[src/rtl/mem_port_arbiter.sv]
// mem_port_arbiter: serialises a data port and a fetch port onto one memory controller.
// Define MEM_ARB_RR_EN for round-robin arbitration instead of fixed D-over-I priority.
module mem_port_arbiter #(
  parameter int READ_WAIT  = 2,
  parameter int WR_PULSE   = 2,
  parameter int WR_TIMEOUT = 15
) (
  input  logic        clk50M,
  input  logic        rst,
  input  logic        d_req,
  input  logic        d_we,
  input  logic [31:0] d_addr,
  input  logic [31:0] d_wdata,
  output logic [31:0] d_rdata,
  output logic        d_ack,
  input  logic        i_req,
  input  logic [31:0] i_addr,
  output logic [31:0] i_rdata,
  output logic        i_ack,
  output logic        mem_is_write,
  output logic        mem_opt_is_lw,
  output logic [31:0] mem_addr,
  output logic [31:0] mem_data_in,
  input  logic [31:0] mem_data_out,
  input  logic        mem_busy,
  output logic        wr_timeout
);
  localparam logic [2:0] S_IDLE = 3'd0, S_RD = 3'd1, S_WRP = 3'd2, S_WRW = 3'd3, S_RESP = 3'd4;
  localparam logic [3:0] RW_END = 4'(READ_WAIT - 1);
  localparam logic [3:0] WP_END = 4'(WR_PULSE - 1);
  localparam logic [3:0] TO_END = 4'(WR_TIMEOUT - 1);
  logic [2:0] state;
  logic [3:0] cnt;
  logic       port;
  logic       pick_i;
`ifdef MEM_ARB_RR_EN
  logic ptr;
  always_comb pick_i = i_req && (!d_req || ptr);
  always_ff @(posedge clk50M)
    if (rst) ptr <= 1'b0;
    else if (state == S_IDLE && (d_req || i_req)) ptr <= !pick_i;
`else
  always_comb pick_i = i_req && !d_req;
`endif
  assign mem_is_write  = state == S_WRP;
  assign mem_opt_is_lw = state == S_RD;
  assign d_ack         = state == S_RESP && !port;
  assign i_ack         = state == S_RESP && port;
  always_ff @(posedge clk50M)
    if (rst) begin
      state       <= S_IDLE;
      cnt         <= '0;
      port        <= 1'b0;
      mem_addr    <= '0;
      mem_data_in <= '0;
      d_rdata     <= '0;
      i_rdata     <= '0;
      wr_timeout  <= 1'b0;
    end else begin
      cnt <= cnt + 4'd1;
      case (state)
        S_IDLE: if (d_req || i_req) begin
          port     <= pick_i;
          cnt      <= '0;
          mem_addr <= (pick_i ? i_addr : d_addr) & ~32'd3;
          if (!pick_i) mem_data_in <= d_wdata;
          state    <= (!pick_i && d_we) ? S_WRP : S_RD;
        end
        S_RD: if (cnt == RW_END) begin
          if (port) i_rdata <= mem_data_out;
          else d_rdata <= mem_data_out;
          state <= S_RESP;
        end
        S_WRP: if (cnt == WP_END) begin
          cnt   <= '0;
          state <= S_WRW;
        end
        // busy still high on the last allowed cycle means the controller never finished
        S_WRW: if (!mem_busy || cnt == TO_END) begin
          wr_timeout <= wr_timeout | mem_busy;
          state      <= S_RESP;
        end
        default: state <= S_IDLE;
      endcase
    end
endmodule

[config.mk]
export PLATFORM = sky130hd
export DESIGN_NAME = mem_port_arbiter
export DESIGN_NICKNAME = d
export VERILOG_FILES = /design/src/rtl/mem_port_arbiter.sv
export SDC_FILE = /design/constraint.sdc
export NUM_CORES = 1
export LEC_CHECK = 0
export ABC_CLOCK_PERIOD_IN_PS = 4750
export CAP_MARGIN = 0
export CELL_PAD_IN_SITES_DETAIL_PLACEMENT = 1
export CELL_PAD_IN_SITES_GLOBAL_PLACEMENT = 2
export CORE_ASPECT_RATIO = 0.6
export CORE_UTILIZATION = 38
export CTS_CLUSTER_SIZE = 30
export DETAILED_ROUTE_END_ITERATION = 10
export DONT_BUFFER_PORTS = 1
export PLACE_DENSITY = 0.84
export SYNTH_ARGS = -nofsm -noshare
export SYNTH_HDL_FRONTEND = slang
export SYNTH_SLANG_ARGS = --single-unit
[constraint.sdc]
create_clock -name clk50M -period 4.75 [get_ports clk50M]
set_clock_uncertainty 0.1 [all_clocks]
set_input_delay 0.7125 -clock clk50M [delete_from_list [all_inputs] [get_ports clk50M]]
set_output_delay 0.7125 -clock clk50M [all_outputs]
set_load 0.01 [all_outputs]
== Yosys cells after proc, flatten, opt, wreduce, memory -nomap -nowiden ==
Cells that the tools add are included.

* Flip-flop bits (word level): 135
* Input bits: 134
* Output and inout port bits: 133
* Word-level logic and storage cells: 49

* $add $sub $neg: 1
* Equality and inequality tests: 10
* Multiplexer cells: 10
* Bitwise gates (word level): 3
* Reduce and logical (&&, ||, !) cells: 17

{| class="wikitable"
|+ Operator list
! kind !! number
|-
| two-way mux 32 bit || 1
|-
| two-way mux 3 bit || 4
|-
| case mux 3 bit (4 select lines) || 1
|-
| AND reduction 3 bit || 3
|-
| two-way mux 4 bit || 2
|-
| case mux 4 bit (2 select lines) || 1
|-
| equality test 3 x 2 -> 1 bit (second input constant) || 2
|-
| adder 4 x 1 -> 4 bit (second input constant) || 1
|-
| equality test 4 x 1 -> 1 bit (second input constant) || 1
|-
| equality test 4 bit (second input constant) || 1
|-
| logical AND 1 bit || 4
|-
| zero test 1 bit || 4
|-
| inequality test 2 x 1 -> 1 bit (second input constant) || 2
|-
| inequality test 2 bit (second input constant) || 2
|-
| AND reduction 2 bit || 2
|-
| AND reduction 4 bit || 1
|-
| equality test 3 x 1 -> 1 bit (second input constant) || 1
|-
| equality test 3 bit (second input constant) || 1
|-
| zero test 3 bit || 1
|-
| logical OR 1 bit || 2
|-
| two-way mux 2 bit || 1
|-
| inverter 1 bit || 2
|-
| OR 1 bit || 1
|}

== Depth between registers and ports, before layout ==
* Depth in word-level cells: 7
* Depth in mapped cells: 7
* Depth with buffers taken out: 5

== Worst setup path after synthesis ==
OpenSTA, ideal clock, no wires.

* Path type: reg2out
* Start: register state[2]
* End: output port d_ack
* Data arrival time: 1095 ps
* Slack: 2842 ps
* Cell stages (with the launch flop): 3
* Path through: dfxtp_1 > clkbuf_1 > nor4b_1

* Cells in the longest elaborated chain, start to end: 2

{| class="wikitable"
|+ RTL lines
! what !! line !! source
|-
| start: declaration || 32 || <nowiki>logic [2:0] state;</nowiki>
|-
| start signal: assignment || 67 || <nowiki>state <= (!pick_i && d_we) ? S_WRP : S_RD;</nowiki>
|-
| equality test 3 bit || 47 || <nowiki>assign d_ack = state == S_RESP && !port;</nowiki>
|-
| logical AND 1 bit || 47 ||
|-
| end: declaration || 15 || <nowiki>output logic d_ack,</nowiki>
|}

No other way between the ends.

== Worst setup path after layout ==
* Start: register state[0]
* End: register i_rdata[7]

* Cells in the longest elaborated chain, start to end: 2

{| class="wikitable"
|+ RTL lines
! what !! line !! source
|-
| equality test 3 x 1 -> 1 bit || n/a ||
|-
| named net mem_opt_is_lw || 21 || <nowiki>output logic mem_opt_is_lw,</nowiki>
|-
| AND reduction 3 bit (no source line) || n/a ||
|-
| end signal: assignment || 70 || <nowiki>if (port) i_rdata <= mem_data_out;</nowiki>
|-
| end: declaration || 18 || <nowiki>output logic [31:0] i_rdata,</nowiki>
|}

The timed path passes the listed nets, and every way through them passes these cells.
A chain may end at the register's enable or synchronous reset.

==> summary.txt <==
most common cell in the netlist: dfxtp_1
Worst EP arrival: 2.93 ns
Crit Path Max Fanout: 26
via density per instance: 5.26
most frequent cells after synthesis: dfxtp_1, nand2b_1, mux2i_1
TNS Setup: 0 ns
Clk Latency, worst-skew pair: 0.40 ns
fillcell total: 1,609
worst min-delay path category: in -> reg
cell count after synthesis: 587
initial drt markers: 170
Sw Pwr: 0.846 mW
CTS resizes: 0
FF+latch count, synth: 135
worst path bufs/invs: 0
power share of the sequential group: 0.433
# IOs: 267
router iterations before antenna repair: 4
first-pass GRT wire length: 21,700 um
final wirelength: 14,400 um
mapped cell area: 5660 um2
DR WL/cell: 18.8 um
vias post-DR: 4,051
critical path type: reg -> reg
vias in the first global route: 4,123
reg-to-reg endpoint: i_rdata[7]
diode count: 0
data required time of the worst path: 4.95 ns
Net Sw Frac: 0.271
hold_buf cts: 0
drc violations: 0
register area: 2700 um2
CTS H-tree depth: 4
Starting Density: 0.390
clk sinks: 135
final setup violating endpoints: 0
CP top delay family: simple AND/OR/NAND/NOR gates
worst reg-to-reg path cell count: 3
# rows: 34
clock power share: 0.465
final count of hold timing violations: 0
root buffer cell: clkbuf_16
Total GRT Usage: 0.179
CTS tree: done
Crit path depth: 3
core area: 14,500 um2
initial antenna violation count: 0
layout cells sized above 1: 0.0734
crit path from: state[0]
worst IR drop on VDD: 0.203 mV
critical-path cell list: nor3b_2 -> nand3_2 -> mux2i_1
register area share after synthesis: 0.478
Critical Path Slowest Stage Cell: nand3_2
total internal power: 2.27 mW
Static Leak: 2.46 nW
Critical Path Start Type: flip-flop
Max clock buf depth: 2
Synth area leader: dfxtp_1
RSZ-0062 raised after global routing: no
Max-Cap Viols: 0
main flop type after synthesis: dfxtp_1
Die W: 160 um
Antenna Violating Nets Remaining: 0
post-DP HPWL: 10,100 um
Reg-to-Reg Start: state[0]
Slew Limit Headroom: 0.252
highest clock rate: 365 MHz
placed instance count: 738
nature of the critical path endpoint: flip-flop
pin count of the biggest net entering global routing: 167
grt ovf: 0
CP max stage delay: 0.86 ns
total CTS buffers: 17
post-CTS setup buffers: 0
EDFF count, synth: 0
Worst Tran Pin Value: 1.12 ns
IO Port Bufs: 0
CP endpoint: i_rdata[7]
Slew Viols, Final: 0
Gate power share: 0.102
multi-input logic area: 2730 um2
final period demand of the worst path: 2.74 ns
die area: 15,400 um2
Non-Filler Instances: 770
post-synth cell types: 40
status: finished, final reports clean
crit share post-route: 0.576
Synth-to-Final Area Change: 12.6%
Synth top area share: 0.478
Worst-path clk slew: 0.06 ns
ys async rst share: 0
Synth Area per Inst: 9.64 um2
RePlAce Congestion: 0.796
die height: 96.5 um
worst reg2reg setup slack: 2.01 ns
synth top area cells: dfxtp_1, mux2i_1, nand2b_1
final net count: 696
PwrDens: 489 nW/um2
Ys Warns: 0
## cell usage in the layout (no fill, tap or decap), types with 3 or more instances in the layout
master / netlist / routed
dfxtp_1: 135 / 135
mux2i_1: 94 / 94
inv_1: 5 / 5
and3_1: 3 / 3
a21oi_1: 65 / 65
inv_6: 0 / 5
nand2b_1: 96 / 96
clkbuf_16: 0 / 17
nand2_1: 66 / 66
nor2_1: 4 / 4
buf_4: 3 / 3
bufinv_16: 0 / 4
nor3_1: 6 / 5
ha_1: 3 / 3
a211oi_1: 30 / 30
## power groups by stage
stage               sequential, mW  clock, mW  combinational (mW)
floorplan                     1.34          0               0.290
global placement              1.37          0               0.302
detailed placement            1.37          0               0.323
CTS                           1.35       1.48               0.323
global route                  1.36       1.53               0.358
finish                        1.35       1.45               0.318
## worst min-delay path by stage
| stage | startpoint | to | slack, ns | cells after the start |
|---|---|---|---|---|
| after floorplan | mem_data_in[0] | mem_data_in[0] | 0.38 | 2 |
| after global routing | rst | mem_data_in[15] | 0.28 | 1 |
| after global placement | mem_data_in[7] | mem_data_in[7] | 0.39 | 2 |
| final | rst | mem_data_in[30] | 0.32 | 1 |
| after detailed placement | mem_data_in[15] | mem_data_in[15] | 0.39 | 2 |
| after CTS | rst | mem_data_in[9] | 0.27 | 1 |
## kinds of logic (layout without fill, tap and decap cells)
family	after synthesis	count (layout)	synth area share
flip-flops	135	135	0.478
adder cells (fa/ha/maj)	3	3	0.00663
buffers and inverters	56	40	0.0469
AND/OR/NAND/NOR	193	193	0.188
XOR/XNOR	2	2	0.00310
multiplexers	94	94	0.166
AO/OA/AOI/OAI	103	103	0.111
other	1	2	0.000663
## through the flow
step	utilization	worst slack (ns)	hold slack (ns)	cell area [um2]	total power, mW
2_1_floorplan	-	2.84	0.381	5660	1.63
3_3_place_gp	0.394	1.81	0.388	5720	1.67
3_5_place_dp	0.394	1.71	0.393	5720	1.70
4_1_cts	0.439	1.93	0.269	6370	3.15
5_1_grt	0.439	1.80	0.276	6370	3.25
6_report	0.439	2.01	0.317	6370	3.12
## flip-flops by register name, summed over array words and instances (netlist names)
register     count
d_rdata         32
i_rdata         32
mem_data_in     32
mem_addr        30
cnt              4
state            3
port             1
wr_timeout       1
## worst reg2reg max path, cell delays in order (launching register included)
cell,delay (ns)
dfxtp_1,0.66
nor3b_2,0.56
nand3_2,0.86
mux2i_1,0.46
## layout make-up
cell class / instances / share of cell area
clock inverters: 14 / 0.0332
flip-flops and latches: 135 / 0.424
clock buffers: 18 / 0.0689
inverters: 5 / 0.00295
well taps: 198 / 0.0389
repair buffers: 3 / 0.00354
multi-input cells: 397 / 0.428
## metal layers
layer	GRT usage	wire, um
met1	0.205	6100
met2	0.312	7020
met3	0.0696	1200
met4	0.0569	138
met5	0	0
Power figures use the tool's default switching activity.
